File: src/rtl/stream_mux_pkg.sv
// Shared types and defaults for the registered stream multiplexer.
package stream_mux_pkg;

    typedef enum logic {MODE_FIXED = 1'b0, MODE_RR = 1'b1} mux_mode_t;

    localparam int DEF_N        = 32;
    localparam int DEF_CHANNELS = 8;

    // Channel index successor with wrap, tolerant of an index at or past the end.
    function automatic int unsigned wrap_inc(input int unsigned idx, input int unsigned count);
        return (idx + 1 >= count) ? 0 : idx + 1;
    endfunction

endpackage

File: src/rtl/rr_arbiter.sv
// Combinational round-robin arbiter: first requester strictly after ptr_i, with wrap.
module rr_arbiter
    import stream_mux_pkg::*;
#(
    parameter int CHANNELS = DEF_CHANNELS,
    parameter int SEL_W    = $clog2(CHANNELS)
) (
    input  logic [CHANNELS-1:0] req_i,
    input  logic [SEL_W-1:0]    ptr_i,
    output logic [CHANNELS-1:0] grant_oh_o,
    output logic [SEL_W-1:0]    grant_idx_o,
    output logic                grant_valid_o
);

    int unsigned      idx;
    logic [SEL_W-1:0] sel;

    // NOTE: every combinational output gets a default first so no path leaves it unassigned (no latch).
    always_comb begin
        grant_oh_o    = '0;
        grant_idx_o   = '0;
        grant_valid_o = 1'b0;
        idx           = int'(ptr_i);
        sel           = '0;
        for (int i = 0; i < CHANNELS; i++) begin
            idx = wrap_inc(idx, CHANNELS);
            sel = SEL_W'(idx);
            if (!grant_valid_o && req_i[sel]) begin
                grant_valid_o = 1'b1;
                grant_idx_o   = sel;
            end
        end
        if (grant_valid_o) begin
            grant_oh_o[grant_idx_o] = 1'b1;
        end
    end

endmodule

File: src/rtl/stream_muxn.sv
// Registered N-to-1 stream mux with packet locking and fixed or round-robin arbitration.
module stream_muxn
    import stream_mux_pkg::*;
#(
    parameter int N        = DEF_N,
    parameter int CHANNELS = DEF_CHANNELS,
    parameter int SEL_W    = $clog2(CHANNELS)
) (
    input  logic                  clk,
    input  logic                  rst,
    input  logic                  mode,
    input  logic [SEL_W-1:0]      s,
    input  logic [CHANNELS*N-1:0] in_data,
    input  logic [CHANNELS-1:0]   in_valid,
    input  logic [CHANNELS-1:0]   in_last,
    output logic [CHANNELS-1:0]   in_ready,
    output logic [N-1:0]          out_data,
    output logic                  out_last,
    output logic [SEL_W-1:0]      out_chan,
    output logic                  out_valid,
    input  logic                  out_ready
);

    localparam logic [SEL_W:0]   CH_COUNT  = (SEL_W + 1)'(CHANNELS);
    localparam logic [SEL_W-1:0] LAST_CHAN = SEL_W'(CHANNELS - 1);

    logic [N-1:0]     out_data_q, out_data_d;
    logic             out_last_q, out_last_d;
    logic [SEL_W-1:0] out_chan_q, out_chan_d;
    logic             out_valid_q, out_valid_d;
    logic             lock_q, lock_d;
    logic [SEL_W-1:0] locked_chan_q, locked_chan_d;
    logic [SEL_W-1:0] rr_ptr_q, rr_ptr_d;

    logic [N-1:0]         chan_data [CHANNELS];
    logic [CHANNELS-1:0]  rr_grant_oh;
    logic [SEL_W-1:0]     rr_grant_idx;
    logic                 rr_grant_valid;
    logic [CHANNELS-1:0]  grant_oh;
    logic [SEL_W-1:0]     grant_idx;
    logic                 grant_valid;
    logic                 space;
    logic                 in_xfer;

    for (genvar c = 0; c < CHANNELS; c++) begin : g_chan
        assign chan_data[c] = in_data[c*N +: N];
    end

    rr_arbiter #(
        .CHANNELS (CHANNELS),
        .SEL_W    (SEL_W)
    ) u_rr_arbiter (
        .req_i         (in_valid),
        .ptr_i         (rr_ptr_q),
        .grant_oh_o    (rr_grant_oh),
        .grant_idx_o   (rr_grant_idx),
        .grant_valid_o (rr_grant_valid)
    );

    assign space = !out_valid_q || out_ready;

    // A held lock overrides both mode and s until the last beat of the packet goes through.
    always_comb begin
        grant_oh    = '0;
        grant_idx   = '0;
        grant_valid = 1'b0;
        if (lock_q) begin
            grant_idx              = locked_chan_q;
            grant_valid            = 1'b1;
            grant_oh[locked_chan_q] = 1'b1;
        end else if (mux_mode_t'(mode) == MODE_RR) begin
            grant_idx   = rr_grant_idx;
            grant_valid = rr_grant_valid;
            grant_oh    = rr_grant_oh;
        end else if ({1'b0, s} < CH_COUNT) begin
            grant_idx   = s;
            grant_valid = 1'b1;
            grant_oh[s] = 1'b1;
        end
    end

    assign in_ready = (rst && space && grant_valid) ? grant_oh : '0;
    assign in_xfer  = |(in_ready & in_valid);

    always_comb begin
        out_data_d    = out_data_q;
        out_last_d    = out_last_q;
        out_chan_d    = out_chan_q;
        out_valid_d   = out_valid_q;
        lock_d        = lock_q;
        locked_chan_d = locked_chan_q;
        rr_ptr_d      = rr_ptr_q;
        if (in_xfer) begin
            out_data_d  = chan_data[grant_idx];
            out_last_d  = in_last[grant_idx];
            out_chan_d  = grant_idx;
            out_valid_d = 1'b1;
            if (in_last[grant_idx]) begin
                lock_d   = 1'b0;
                rr_ptr_d = grant_idx;
            end else begin
                lock_d        = 1'b1;
                locked_chan_d = grant_idx;
            end
        end else if (out_valid_q && out_ready) begin
            out_valid_d = 1'b0;
        end
    end

    // NOTE: state registers use non-blocking assignments so all flops update together at the edge.
    // NOTE: the data register is reset too, because out_data must read zero right after reset.
    always_ff @(posedge clk) begin
        if (!rst) begin
            out_data_q    <= '0;
            out_last_q    <= 1'b0;
            out_chan_q    <= '0;
            out_valid_q   <= 1'b0;
            lock_q        <= 1'b0;
            locked_chan_q <= '0;
            rr_ptr_q      <= LAST_CHAN;
        end else begin
            out_data_q    <= out_data_d;
            out_last_q    <= out_last_d;
            out_chan_q    <= out_chan_d;
            out_valid_q   <= out_valid_d;
            lock_q        <= lock_d;
            locked_chan_q <= locked_chan_d;
            rr_ptr_q      <= rr_ptr_d;
        end
    end

    assign out_data  = out_data_q;
    assign out_last  = out_last_q;
    assign out_chan  = out_chan_q;
    assign out_valid = out_valid_q;

endmodule

File: config.mk
export PLATFORM = sky130hd
export DESIGN_NAME = stream_muxn
export DESIGN_NICKNAME = d
export VERILOG_FILES = /design/src/rtl/stream_mux_pkg.sv /design/src/rtl/rr_arbiter.sv /design/src/rtl/stream_muxn.sv
export SDC_FILE = /design/constraint.sdc
export NUM_CORES = 1
export LEC_CHECK = 0
export ABC_AREA = 1
export BUFFER_PORTS_ARGS = -buffer_cell sky130_fd_sc_hd__buf_2
export CAP_MARGIN = 30
export CORE_AREA = 2 2 127 129
export CTS_CLUSTER_DIAMETER = 100
export DETAILED_ROUTE_END_ITERATION = 16
export DIE_AREA = 0 0 129 131
export PLACE_DENSITY = 0.67
export SLEW_MARGIN = 25
export SYNTH_ARGS = -nofsm -noshare
export SYNTH_HDL_FRONTEND = slang
export SYNTH_SLANG_ARGS = --single-unit
File: constraint.sdc
create_clock -name clk -period 5.74 [get_ports clk]
set_input_delay 0.861 -clock clk [delete_from_list [all_inputs] [get_ports clk]]
set_output_delay 0.861 -clock clk [all_outputs]
set_load 0.005 [all_outputs]
## After elaboration in Yosys (flattened, before gate mapping)

Cells that the tools add are included.

| cells by class | value |
|---|---|
| mux-type cells | 62 |
| magnitude comparators | 24 |
| bitwise operators | 3 |
| reduce and logical (&&, ||, !) cells | 26 |
| add/subtract/negate cells | 8 |

Operator list:

| cell | count |
|---|---|
| two-way mux 32 bit | 9 |
| adder 32 x 1 -> 32 bit, second input constant | 7 |
| greater-or-equal comparator 32 x 4 -> 1 bit, second input constant | 7 |
| binary-select mux 32 bit (select 3 bit) | 1 |
| < comparator 3 x 4 -> 1 bit, second input constant | 12 |
| two-way mux 3 bit | 11 |
| two-way mux 8 bit | 4 |
| binary-select mux 1 bit (select 3 bit) | 9 |
| two-way mux 1 bit | 25 |
| logical AND 1 bit | 13 |
| demux 1 bit (select 3 bit) | 3 |
| greater-or-equal comparator 3 x 1 -> 1 bit, second input constant | 3 |
| bitwise AND 8 bit | 1 |
| greater-or-equal comparator 4 bit, second input constant | 2 |
| logical NOT 1 bit | 8 |
| OR reduction 8 bit | 1 |
| adder 3 x 1 -> 4 bit, second input constant | 1 |
| NOT 3 -> 4 bit | 1 |
| AND reduction 2 bit | 2 |
| nonzero test 2 bit | 1 |
| logical OR 1 bit | 1 |
| NOT 1 bit | 1 |

| word-level totals | value |
|---|---|
| flip-flop bits (word level) | 44 |
| logic and storage cells | 130 |
| bits of input ports | 279 |

## Logic depth before layout (Yosys ltp)

Gate-level depths: netlist of run 1.

| depth | value |
|---|---|
| depth in word-level cells | 39 |
| mapped depth | 41 |
| depth with buffers taken out | 40 |

## By module

From an unflattened synthesis of run 1, not the netlist that was laid out.

| unflattened totals | value |
|---|---|
| cell total of the unflattened synthesis | 1089 |
| area, all modules | 6170.9 sq um |

By module, submodules not included:

| module | cells each | area each (sq um) | times used | seq. area each (sq um) |
|---|---|---|---|---|
| stream_muxn | 888 | 5018.6 | 1 | 880.8 |
| rr_arbiter | 201 | 1152.4 | 1 | 0.0 |

## Least setup slack after synthesis of run 1

Ideal clock, no wire load.

| path | value |
|---|---|
| path kind | reg-to-output |
| start | reg rr_ptr_q[0] |
| end | out in_ready[2] |
| arrival time | 4081 ps |
| path slack | 798 ps |
| required time | 4879 ps |
| cell stages (with the launch flop) | 31 |
| path buffers | 1 |
| cells stage by stage | dfxtp_1 -> buf_6 -> inv_2 -> ha_1 -> inv_1 -> o21ai_2 -> inv_1 -> ha_1 -> inv_1 -> a21oi_2 -> nor2_1 -> nor2_2 -> ha_1 -> nand2_1 -> inv_1 -> nor2_1 -> nor2_2 -> ha_1 -> nand2_1 -> nor2_1 -> inv_1 -> nand2_1 -> o21ai_0 -> nand3_1 -> nand3_2 -> nand2_2 -> a21oi_1 -> nand2_1 -> nand3_1 -> nand2_1 -> nor2_1 |

| between the ends | value |
|---|---|
| cells in the longest elaborated chain, start to end | 36 |
| elaborated cells between the ends (all ways) | 82 |

Ends and longest elaborated chain:

| what | RTL line | text |
|---|---|---|
| start, declared | stream_muxn.sv:33 | `logic [SEL_W-1:0] rr_ptr_q, rr_ptr_d;` |
| start signal, assigned | stream_muxn.sv:128 | `rr_ptr_q <= rr_ptr_d;` |
| adder 3 x 1 -> 4 bit * | stream_mux_pkg.sv:11 | `return (idx + 1 >= count) ? 0 : idx + 1;` |
| greater-or-equal comparator 4 bit | stream_mux_pkg.sv:11 |  |
| two-way mux 32 bit * | stream_mux_pkg.sv:11 |  |
| adder 32 x 1 -> 32 bit | stream_mux_pkg.sv:11 |  |
| greater-or-equal comparator 32 x 4 -> 1 bit | stream_mux_pkg.sv:11 |  |
| two-way mux 32 bit | stream_mux_pkg.sv:11 |  |
| adder 32 x 1 -> 32 bit / binary-select mux 1 bit (select 3 bit) (equally long branches) | stream_mux_pkg.sv:11, rr_arbiter.sv:28 |  |
| greater-or-equal comparator 32 x 4 -> 1 bit / two-way mux 1 bit (equally long branches) | stream_mux_pkg.sv:11, rr_arbiter.sv:28 |  |
| [20 not listed] | n/a |  |
| < comparator 3 x 4 -> 1 bit (not written as such) / greater-or-equal comparator 3 x 1 -> 1 bit (equally long branches) | rr_arbiter.sv:34 | `grant_oh_o[grant_idx_o] = 1'b1;` |
| logical AND 1 bit (not written as such) | rr_arbiter.sv:34 |  |
| two-way mux 1 bit (not written as such) | rr_arbiter.sv:34 |  |
| demux 1 bit (select 3 bit) | n/a |  |
| two-way mux 8 bit | rr_arbiter.sv:33 | `if (grant_valid_o) begin` |
| two-way mux 8 bit | stream_muxn.sv:71 | `end else if (mux_mode_t'(mode) == MODE_RR) begin` |
| two-way mux 8 bit | stream_muxn.sv:67 | `if (lock_q) begin` |
| two-way mux 8 bit * | stream_muxn.sv:82 | `assign in_ready = (rst && space && grant_valid) ? grant_oh : '0;` |
| end, declared | stream_muxn.sv:16 | `output logic [CHANNELS-1:0] in_ready,` |

Mark *: on every way between the ends. The rest lies on a longest branch, timed or not. The select of a mux whose other input is x is not followed.

## Worst setup path in the final report of run 1

| path | value |
|---|---|
| start | reg rr_ptr_q[0] |
| end | out in_ready[3] |

The elaborated chain is that of the path after synthesis.

==> results of run 1 <==
## worst min-delay path, cell delays in order, from the launching register on
cell     delay, ps
dfxtp_1        320
nand2_1         60
a21oi_1         50
## metrics by stage
step                      worst slack [ps]  TNS, ps
after global routing                 -50.2     -114
after global placement                 335        0
after floorplan                        798        0
after CTS                             18.9        0
final                                  336        0
after detailed placement               168        0
## where the power goes
group	internal, W	leakage, nW	switching, W
combinational	0.00134	3.42	0.00260
clock	0.000173	0.0691	0.000122
sequential	0.000414	0.363	0.0000691
total	0.00192	3.85	0.00279
## state kept, by name (all words and copies together) (netlist names)
signal / count
out_last: 1
out_chan: 3
lock_q: 1
out_data: 32
rr_ptr_q: 3
locked_chan_q: 3
out_valid: 1
## logic make-up after synthesis
logic type	Yosys count
AOI/OAI and AO/OA	275
adders and majority gates	10
DFF	44
and+or+nand+nor	555
buffers and inverters	125
## synth_stat cells (2+ instances only)
| library cell | n | area [µm²] |
|---|---|---|
| nor2_1 | 256 | 961 |
| nand2_1 | 201 | 754 |
| o21ai_0 | 147 | 736 |
| inv_1 | 48 | 180 |
| o22ai_1 | 47 | 294 |
| dfxtp_1 | 44 | 881 |
| nand3_1 | 40 | 200 |
| o21ai_1 | 40 | 200 |
| clkbuf_1 | 29 | 109 |
| a21oi_1 | 27 | 135 |
| buf_2 | 18 | 90.1 |
| nand2_2 | 18 | 113 |
| nand4_1 | 14 | 87.6 |
| buf_4 | 10 | 75.1 |
| ha_1 | 10 | 125 |
| buf_6 | 9 | 101 |
| inv_2 | 9 | 33.8 |
| nor3_1 | 6 | 30.0 |
| nand3_2 | 5 | 50.1 |
| nor2_2 | 5 | 31.3 |
| nor3_2 | 4 | 40.0 |
| o21ai_2 | 3 | 26.3 |
| a21oi_2 | 2 | 17.5 |
| a22oi_1 | 2 | 15.0 |
| inv_4 | 2 | 12.5 |
| nand2_4 | 2 | 22.5 |
| o211ai_1 | 2 | 15.0 |
| o21bai_1 | 2 | 15.0 |
## per-layer routing
layer	GRT usage, %	vias up
li1	-	3909
met1	35.1	3501
met2	43.6	334
met3	3.46	44
met4	8.18	0
met5	0	-
## worst max-delay path by stage
stage,startpoint,depth (start not counted),end
2_1_floorplan,rr_ptr_q[0],30,in_ready[2]
3_3_place_gp,rr_ptr_q[1],34,out_data[28]
3_5_place_dp,rr_ptr_q[1],35,out_chan[0]
4_1_cts,rr_ptr_q[1],30,in_ready[6]
5_1_grt,rr_ptr_q[0],33,in_ready[3]
6_report,rr_ptr_q[0],33,in_ready[3]
## final cells by class
type                            count  area, µm²
Fill cell                        1728       8220
Multi-Input combinational cell    840       4020
Timing Repair Buffer              341       1810
Sequential cell                    44        886
Tap cell                          216        270
Inverter                           59        231
Clock buffer                        6        139
Clock inverter                      2       15.0
Antenna cell                        4       10.0
## what timing repair did
action | CTS | global route
setup endpoints to repair | 2 | 52
buffers inserted | 0 | 3
hold endpoints to repair | 0 | 0
pin swaps | 0 | 5
gates resized for setup | 2 | 26
==> results.tsv, run 1 <==
stage	metric	value	unit
drt	top_layer	met4	
cells_and_area	final_util	47.3	%
drt	routed-via-count	7788	
worst_setup_path	arrival	4540	ps
worst_hold_path	hp-start	out_last	
worst_setup_path	cp_max_fo	30	
global_route	grtUsageTotal	26.1	%
worst_hold_path	hold_class	reg -> reg	
worst_setup_path	path_delay_family	simple AND/OR/NAND/NOR gates	
outcome	status	complete, no violations	
floorplanning	die_area	0.0169	mm²
worst_hold_path	whs_path_depth	2	
cells_and_area	fin_area	0.00738	mm²
power_and_ir_drop	power.total	0.00472	W
synth	synth_flop_cell	dfxtp_1	
worst_setup_path	r2r_end	out_data[0]	
sta	max_freq	0.185	GHz
cells_and_area	drive_above_1_share	32.6	%
drt	wl_met2	10900	µm
floorplanning	num_rows	46	
power_and_ir_drop	ir_worst_vdd	295	µV
synth	syn_avg_cell_area	5.38	µm²
worst_setup_path	slowest_delay	360	ps
drt	via_per_inst	5.15	
synth	synth_xor_area_share	0	%
worst_hold_path	hold_end	out_last	
synth	ys_ff_latch	44	
clock_tree	cts_tree	done	
placed_design	place_hpwl	18300	µm
cells_and_area	area_growth	36.0	%
clock_tree	ctsHtreeMaxLevel	2	
synth	muxShareOfSynthArea	0	%
global_route	grt_pass1_wl	35300	µm
worst_setup_path	rr_startpoint	rr_ptr_q[0]	
synth	yosysSeqAreaShare	16.2	%
sta	tightest_slew	668	ps
worst_setup_path	path_class	reg -> out	
worst_setup_path	critPathSlowestCell	dfxtp_2	
sta	max-slew-margin-rel	55.0	%
synth	async_flop_share	0	%
cells_and_area	nets	1580	
placed_design	gp_congestion	0.974	
synth	synth_top_family_by_area	simple AND/OR/NAND/NOR gates	
worst_setup_path	crit_buf_inv	6	
cells_and_area	final_common_cell	buf_2	
cells_and_area	fin_cells	1512	
clock_tree	clk_latency	290	ps
floorplanning	chipHeight	131	µm
synth	syn_inst	1009	
drt	wl_met3	1700	µm
floorplanning	core_area	0.0156	mm²
worst_setup_path	reg2regPathDepth	37	
clock_tree	cts-root-buf	clkbuf_16	
sta	fin_skew	8.45	ps
clock_tree	clkSinkCount	44	
synth	synth-simple-area-share	43.0	%
sta	hold_slack	476	ps
synth	synth-edff-count	0	
placed_design	port_buffers	323	
sta	finalSetupViolations	0	
sta	finalMaxSlewViolations	0	
global_route	grt_pass1_vias	6906	
drt	routed_wirelength	23300	µm
power_and_ir_drop	p_leak	3.85	nW
drt	drc_errors	0	
floorplanning	initial_utilization	34.8	%
drt	m1WireLength	10000	µm
clock_tree	holdBufCountCts	0	
global_route	grt_antenna_before_repair	6	
sta	period_share	94.1	%
cells_and_area	mostFrequentLayoutCells	buf_2 (323), nor2_1 (249), nand2_1 (196)	
power_and_ir_drop	powerDensity	639	mW/mm²
synth	synthAdderAreaFrac	2.31	%
drt	ant_nets	0	
synth	synth_compound_area_share	27.4	%
clock_tree	clkTransAtPathRegs	60	ps
worst_setup_path	critPathLaunchType	flip-flop	
floorplanning	die_w	129	µm
sta	finalCriticalPeriod	5400	ps
synth	syn-num-nets	1298	
placed_design	postPlaceCellArea	0.00709	mm²
synth	yosysWarnings	0	
clock_tree	tritoncts.num_buffers	5	
placed_design	placedCellCount	1497	
global_route	grt_max_degree	101	
global_route	grt_overflow	0	
sta	hold_violations	0	
drt	drt_iter0_drc	533	
synth	synth.cell_area	0.00543	mm²
synth	synth_cell_type_count	35	
run	maxCapViolCount	0	
worst_setup_path	crit_path_end_kind	output pin	
worst_setup_path	required	4880	ps
clock_tree	clock_path_buffers	2	
drt	dr.pass1.iters	5	
floorplanning	num_io_pins	324	
worst_setup_path	r2r_slack	430	ps
drt	routedWlPerCell	15.4	µm
No activity file was read; power rests on OpenSTA's default activity.
==> inputs of run 2 (changes only) <==
--- a/config.mk
+++ b/config.mk
@@ -8,5 +8,4 @@
 export ABC_AREA = 1
 export BUFFER_PORTS_ARGS = -buffer_cell sky130_fd_sc_hd__buf_2
-export CAP_MARGIN = 30
 export CORE_AREA = 2 2 127 129
 export CTS_CLUSTER_DIAMETER = 100
==> constraint.sdc (replaced) <==
create_clock -name clk -period 5.74 [get_ports clk]
set_input_delay 0.861 -clock clk [delete_from_list [all_inputs] [get_ports clk]]
set_output_delay 0.861 -clock clk [all_outputs]
set_load 0.01 [all_outputs]
==> run 2 against run 1 <==
Compared with the run above:
- total power is 1.6% higher
- critical path depth fell by 3
- setup slack worse by 28 ps
- fmax decreased by 0.51%
- count of clock-buffer cells in the layout fell by 1
- first-iteration DRC count is 4.5% lower
- flip-flop and latch count unchanged
- routed wire length increased by 0.27%
- cell area shrank 0.15%
- critical path type unchanged
==> results.tsv, run 2 (synthesis gave the netlist of run 1 again) <==
stage	metric	value	unit
clock_tree	tritoncts.num_buffers	5	
cells_and_area	nets	1577	
run	maxCapViolCount	0	
power_and_ir_drop	ir_worst_vdd	291	µV
cells_and_area	area_growth	35.8	%
power_and_ir_drop	power.total	0.00479	W
sta	period_share	94.6	%
floorplanning	core_area	0.0156	mm²
sta	rsz0062_at_grt	yes	
placed_design	port_buffers	323	
cells_and_area	mostFrequentLayoutCells	buf_2 (323), nor2_1 (252), nand2_1 (196)	
worst_hold_path	hp-start	out_last	
worst_setup_path	rr_startpoint	rr_ptr_q[0]	
sta	hold_slack	464	ps
sta	hold_violations	0	
worst_setup_path	crit_buf_inv	6	
worst_setup_path	path_class	reg -> out	
worst_setup_path	critPathLaunch	rr_ptr_q[0]	
cells_and_area	largest_reg_flops	32	
floorplanning	chipHeight	131	µm
global_route	grt_pass1_vias	6875	
drt	drc_errors	0	
drt	routed-via-count	7727	
drt	via_per_inst	5.12	
sta	finalMaxSlewViolations	0	
worst_setup_path	path_delay_family	simple AND/OR/NAND/NOR gates	
global_route	grtUsageTotal	26.2	%
worst_setup_path	crit_path_end_kind	output pin	
floorplanning	num_io_pins	324	
power_and_ir_drop	powerDensity	650	mW/mm²
floorplanning	die_w	129	µm
floorplanning	die_area	0.0169	mm²
floorplanning	initial_utilization	34.8	%
sta	fin_skew	4.60	ps
global_route	grt_pass1_wl	35300	µm
drt	dr.pass1.iters	8	
clock_tree	clkTransAtPathRegs	60	ps
worst_setup_path	cp_max_fo	9	
sta	max-slew-margin-rel	50.7	%
outcome	status	complete, no violations	
cells_and_area	seqCellArea	882	µm²
global_route	grt_max_degree	91	
sta	tightest_slew	732	ps
drt	routedWlPerCell	15.5	µm
cells_and_area	drive_above_1_share	31.9	%
power_and_ir_drop	p_leak	3.86	nW
drt	ant_nets	0	
worst_setup_path	slowest_delay	350	ps
drt	drt_iter0_drc	509	
clock_tree	clock_path_buffers	2	
clock_tree	cts-root-buf	clkbuf_16	
drt	routed_wirelength	23400	µm
placed_design	gp_congestion	0.947	
clock_tree	clkSinkCount	44	
worst_setup_path	crit_path_frequent_cell	nand2_2	
sta	max_freq	0.184	GHz
clock_tree	cts_tree	done	
global_route	grt_overflow	0	
worst_setup_path	required	4880	ps
worst_setup_path	critPathSlowestCell	dfxtp_1	
cells_and_area	fin_area	0.00737	mm²
clock_tree	clk_latency	290	ps
floorplanning	num_rows	46	
worst_setup_path	critPathLaunchType	flip-flop	
worst_hold_path	hold_class	reg -> reg	
sta	finalSetupViolations	0	
placed_design	postPlaceCellArea	0.00707	mm²
cells_and_area	fill_cells	1740	
global_route	grt_antenna_before_repair	8	
cells_and_area	multi_input_area	0.00400	mm²
placed_design	place_hpwl	18200	µm
clock_tree	ctsHtreeMaxLevel	2	
worst_setup_path	arrival	4570	ps
sta	finalCriticalPeriod	5430	ps
cells_and_area	final_common_cell	buf_2	
## run 2: cell count changes in the layout (fill, tap and decap cells not counted), sizes merged
cell	before	now
clkinvlp	2	0
bufinv	0	2
clkbuf	6	5
diode	4	6
buf	341	338
## run 2: worst paths after layout
path                                     end  slack, ps  cells after the start
worst max register to register  out_data[13]        460                     36
worst min register to register      out_last        460                      2
worst max-delay path             in_ready[6]        310                     30
worst min-delay path                out_last        460                      2
## run 2: what timing repair did
item	4_1_cts	5_1_grt
hold endpoints to repair	0	0
buffers inserted	0	2
gates resized for setup	0	20
endpoints found under the setup margin	0	52
hold buffers	0	0
## run 2: layout make-up
type | instances | area share, %
clock buffers | 5 | 1.70
inverters | 59 | 3.14
flip-flops and latches | 44 | 12.0
repair buffers | 338 | 24.2
clock inverters | 2 | 0.815
multi-input cells | 840 | 54.3
well taps | 216 | 3.67
diodes | 6 | 0.204
## run 2: through the flow
step | worst slack, ps | utilization [%] | cells | TNS (ps)
after floorplan | 736 | - | 1009 | 0
after global placement | 338 | 45.3 | 1495 | 0
after detailed placement | 168 | 45.3 | 1495 | 0
after CTS | 19.3 | 46.5 | 1502 | 0
after global routing | -39.8 | 47.2 | 1510 | -118
final | 308 | 47.2 | 1510 | 0
## run 2: report_power, final
| group | total (W) | switching [W] | internal [W] |
|---|---|---|---|
| combinational | 0.00394 | 0.00263 | 0.00132 |
| clock | 0.000368 | 0.000121 | 0.000247 |
| sequential | 0.000480 | 0.0000667 | 0.000413 |
| total | 0.00479 | 0.00281 | 0.00198 |
## run 2: worst register-to-register path: cells and delay by family (launching register included)
| family | cells | cell delay [ps] |
|---|---|---|
| buffers and inverters | 7 | 990 |
| AO/OA/AOI/OAI | 5 | 840 |
| flip-flops | 1 | 350 |
| AND/OR/NAND/NOR | 20 | 1780 |
| adder cells (fa/ha/maj) | 4 | 1220 |
## run 2: routing by layer
layer  track usage, %  vias to the layer above  share of wire (%)
li1                 -                     3909                  -
met1             33.8                     3415                 42
met2             42.8                      363                 47
met3             5.37                       38                8.3
met4             10.8                        2                2.5
met5                0                        -              0.056
==> inputs of run 3 (changes only) <==
CORE_AREA = default   (was 2 2 127 129)
CORE_ASPECT_RATIO = 2   (was default)
CORE_UTILIZATION = 30   (was default)
DIE_AREA = default   (was 0 0 129 131)
PLACE_DENSITY = 0.59   (was 0.67)
==> run 3 against run 2 <==
Compared with the run above:
- register-to-register slack improved by 110 ps
- setup slack improved by 61 ps
- fmax rose by 1.1%
- hold slack improved by 14 ps
- via count fell by 0.30%
- first-iteration DRC count fell by 52%
- cell count fell by 0.33%
- clock power fell by 19%
- critical endpoint is now in_ready[3]
- count of clock-buffer cells in the layout rose by 1
- combinational power rose by 2%
- sequential share of layout area barely moved
- sequential power barely moved
==> results.tsv, run 3 (synthesis gave the netlist of run 1 again) <==
stage	metric	value	unit
global_route	grt_max_degree	68	
placed_design	pre_cts_ws	198	ps
power_and_ir_drop	p_comb_share	83.8	%
sta	period_share	93.6	%
floorplanning	num_io_pins	324	
worst_setup_path	slowest_delay	340	ps
worst_setup_path	crit_path_end_kind	output pin	
drt	routed_wirelength	24800	µm
worst_setup_path	critPathLaunchType	flip-flop	
sta	max_freq	0.186	GHz
power_and_ir_drop	switchingPower	0.00285	W
cells_and_area	drive_above_1_share	32.8	%
cells_and_area	multi_input_area	0.00404	mm²
sta	hold_violations	0	
clock_tree	cts_tree	done	
drt	via_per_inst	5.12	
floorplanning	chipHeight	192	µm
floorplanning	initial_utilization	30.7	%
sta	timing.final.ws_setup	369	ps
clock_tree	cts-root-buf	clkbuf_16	
worst_setup_path	path_delay_family	simple AND/OR/NAND/NOR gates	
power_and_ir_drop	internal_power	0.00193	W
power_and_ir_drop	seq_power_share	10.0	%
floorplanning	core_area	0.0177	mm²
drt	routed-via-count	7704	
sta	rsz0062_at_grt	no	
cells_and_area	mostFrequentLayoutCells	buf_2 (323), nor2_1 (248), nand2_1 (195)	
global_route	grt_antenna_before_repair	2	
clock_tree	ctsHtreeMaxLevel	2	
sta	tightest_slew	662	ps
global_route	grt_overflow	0	
global_route	grtUsageTotal	25.1	%
sta	fin_skew	6.01	ps
sta	finalCriticalPeriod	5370	ps
worst_setup_path	arrival	4510	ps
power_and_ir_drop	power_frac_clock	6.2	%
worst_setup_path	cp_max_fo	30	
worst_setup_path	required	4880	ps
power_and_ir_drop	ir_worst_vdd	289	µV
drt	ant_nets	0	
cells_and_area	final_common_cell	buf_2	
power_and_ir_drop	powerDensity	648	mW/mm²
sta	fin_setup_tns	0	ps
floorplanning	die_area	0.0187	mm²
cells_and_area	fin_cells	1505	
worst_setup_path	crit_path_frequent_cell	nand2_2	
clock_tree	clock_path_buffers	2	
outcome	status	complete, no violations	
run	maxCapViolCount	0	
clock_tree	clkSinkCount	44	
global_route	grt_pass1_wl	36900	µm
cells_and_area	seqCellArea	886	µm²
sta	finalMaxSlewViolations	0	
cells_and_area	area_growth	36.2	%
placed_design	placedCellCount	1492	
cells_and_area	fill_cells	2012	
sta	max-slew-margin-rel	55.9	%
worst_hold_path	hold_class	reg -> reg	
drt	dr.pass1.iters	6	
placed_design	place_hpwl	19900	µm
power_and_ir_drop	p_leak	3.86	nW
global_route	grt_pass1_vias	7314	
clock_tree	clkTransAtPathRegs	70	ps
cells_and_area	largest_reg_flops	32	
clock_tree	tritoncts.num_buffers	5	
worst_setup_path	critPathSlowestCell	dfxtp_2	
sta	finalSetupViolations	0	
worst_setup_path	crit_buf_inv	6	
power_and_ir_drop	p_sw_share	59.6	%
cells_and_area	nets	1579	
clock_tree	clk_latency	290	ps
drt	drt_iter0_drc	243	
drt	routedWlPerCell	16.5	µm
floorplanning	die_w	97.1	µm
floorplanning	num_rows	69	
placed_design	port_buffers	323	
placed_design	gp_congestion	0.919	
drt	drc_errors	0	
worst_setup_path	path_class	reg -> out	
## run 3: cell count changes in the layout (fill, tap and decap cells not counted), moves of 2 or more
| cell | before | now |
|---|---|---|
| diode_2 | 6 | 1 |
| nor2_1 | 252 | 248 |
| nor2_2 | 9 | 13 |
| inv_4 | 0 | 3 |
| bufinv_16 | 2 | 0 |
| ha_1 | 10 | 8 |
| ha_4 | 0 | 2 |
| nand2_4 | 1 | 3 |
## run 3: power by group through the flow
stage               combinational, W  sequential, W  clock (W)
floorplan                    0.00288       0.000506          0
global placement             0.00386       0.000482          0
detailed placement           0.00387       0.000481          0
CTS                          0.00389       0.000476   0.000310
global route                 0.00451       0.000489   0.000323
finish                       0.00401       0.000477   0.000298
## run 3: through the flow
step	util (%)	hold WS, ps	cell area (µm²)	total power (W)
floorplan	-	467	5430	0.00339
finish	41.7	478	7390	0.00479
global placement	40.1	458	7090	0.00434
CTS	41.0	481	7260	0.00468
global route	41.7	495	7390	0.00532
detailed placement	40.1	466	7090	0.00435
## run 3: final timing paths
path | start | cells past startpoint | slack [ps] | endpoint
setup reg to reg | rr_ptr_q[0] | 37 | 570 | out_data[6]
setup / recovery | rr_ptr_q[0] | 33 | 370 | in_ready[3]
hold / removal | out_data[24] | 2 | 480 | out_data[24]
hold reg to reg | out_data[24] | 2 | 480 | out_data[24]
## run 3: cell type report
cell class	count	area share, %
clock inverter	2	0.186
timing repair buffer	340	24.5
inverter	59	3.10
antenna	1	0.0339
multi-input combinational	840	54.7
clock buffer	6	1.88
sequential	44	12.0
tap	213	3.61
## run 3: routing by layer
metal / GRT usage [%] / vias up / part of all wire (%)
li1: - / 3902 / -
met4: 18.9 / 2 / 7.3
met3: 4.00 / 83 / 5.0
met5: 0 / - / 0.052
met2: 47.7 / 299 / 52
met1: 23.9 / 3418 / 35
## run 3: repair_timing
action | 4_1_cts | 5_1_grt
hold buffers | 0 | 0
gates cloned | 0 | 0
buffers inserted | 0 | 4
pin swaps | 0 | 9
resized for setup | 4 | 26
endpoints found under the setup margin | 6 | 52
## run 3: worst min-delay path, stage by stage, from the launching register on
cell and delay [ps]:
dfxtp_1 320, nor2_1 40, nor2_1 80
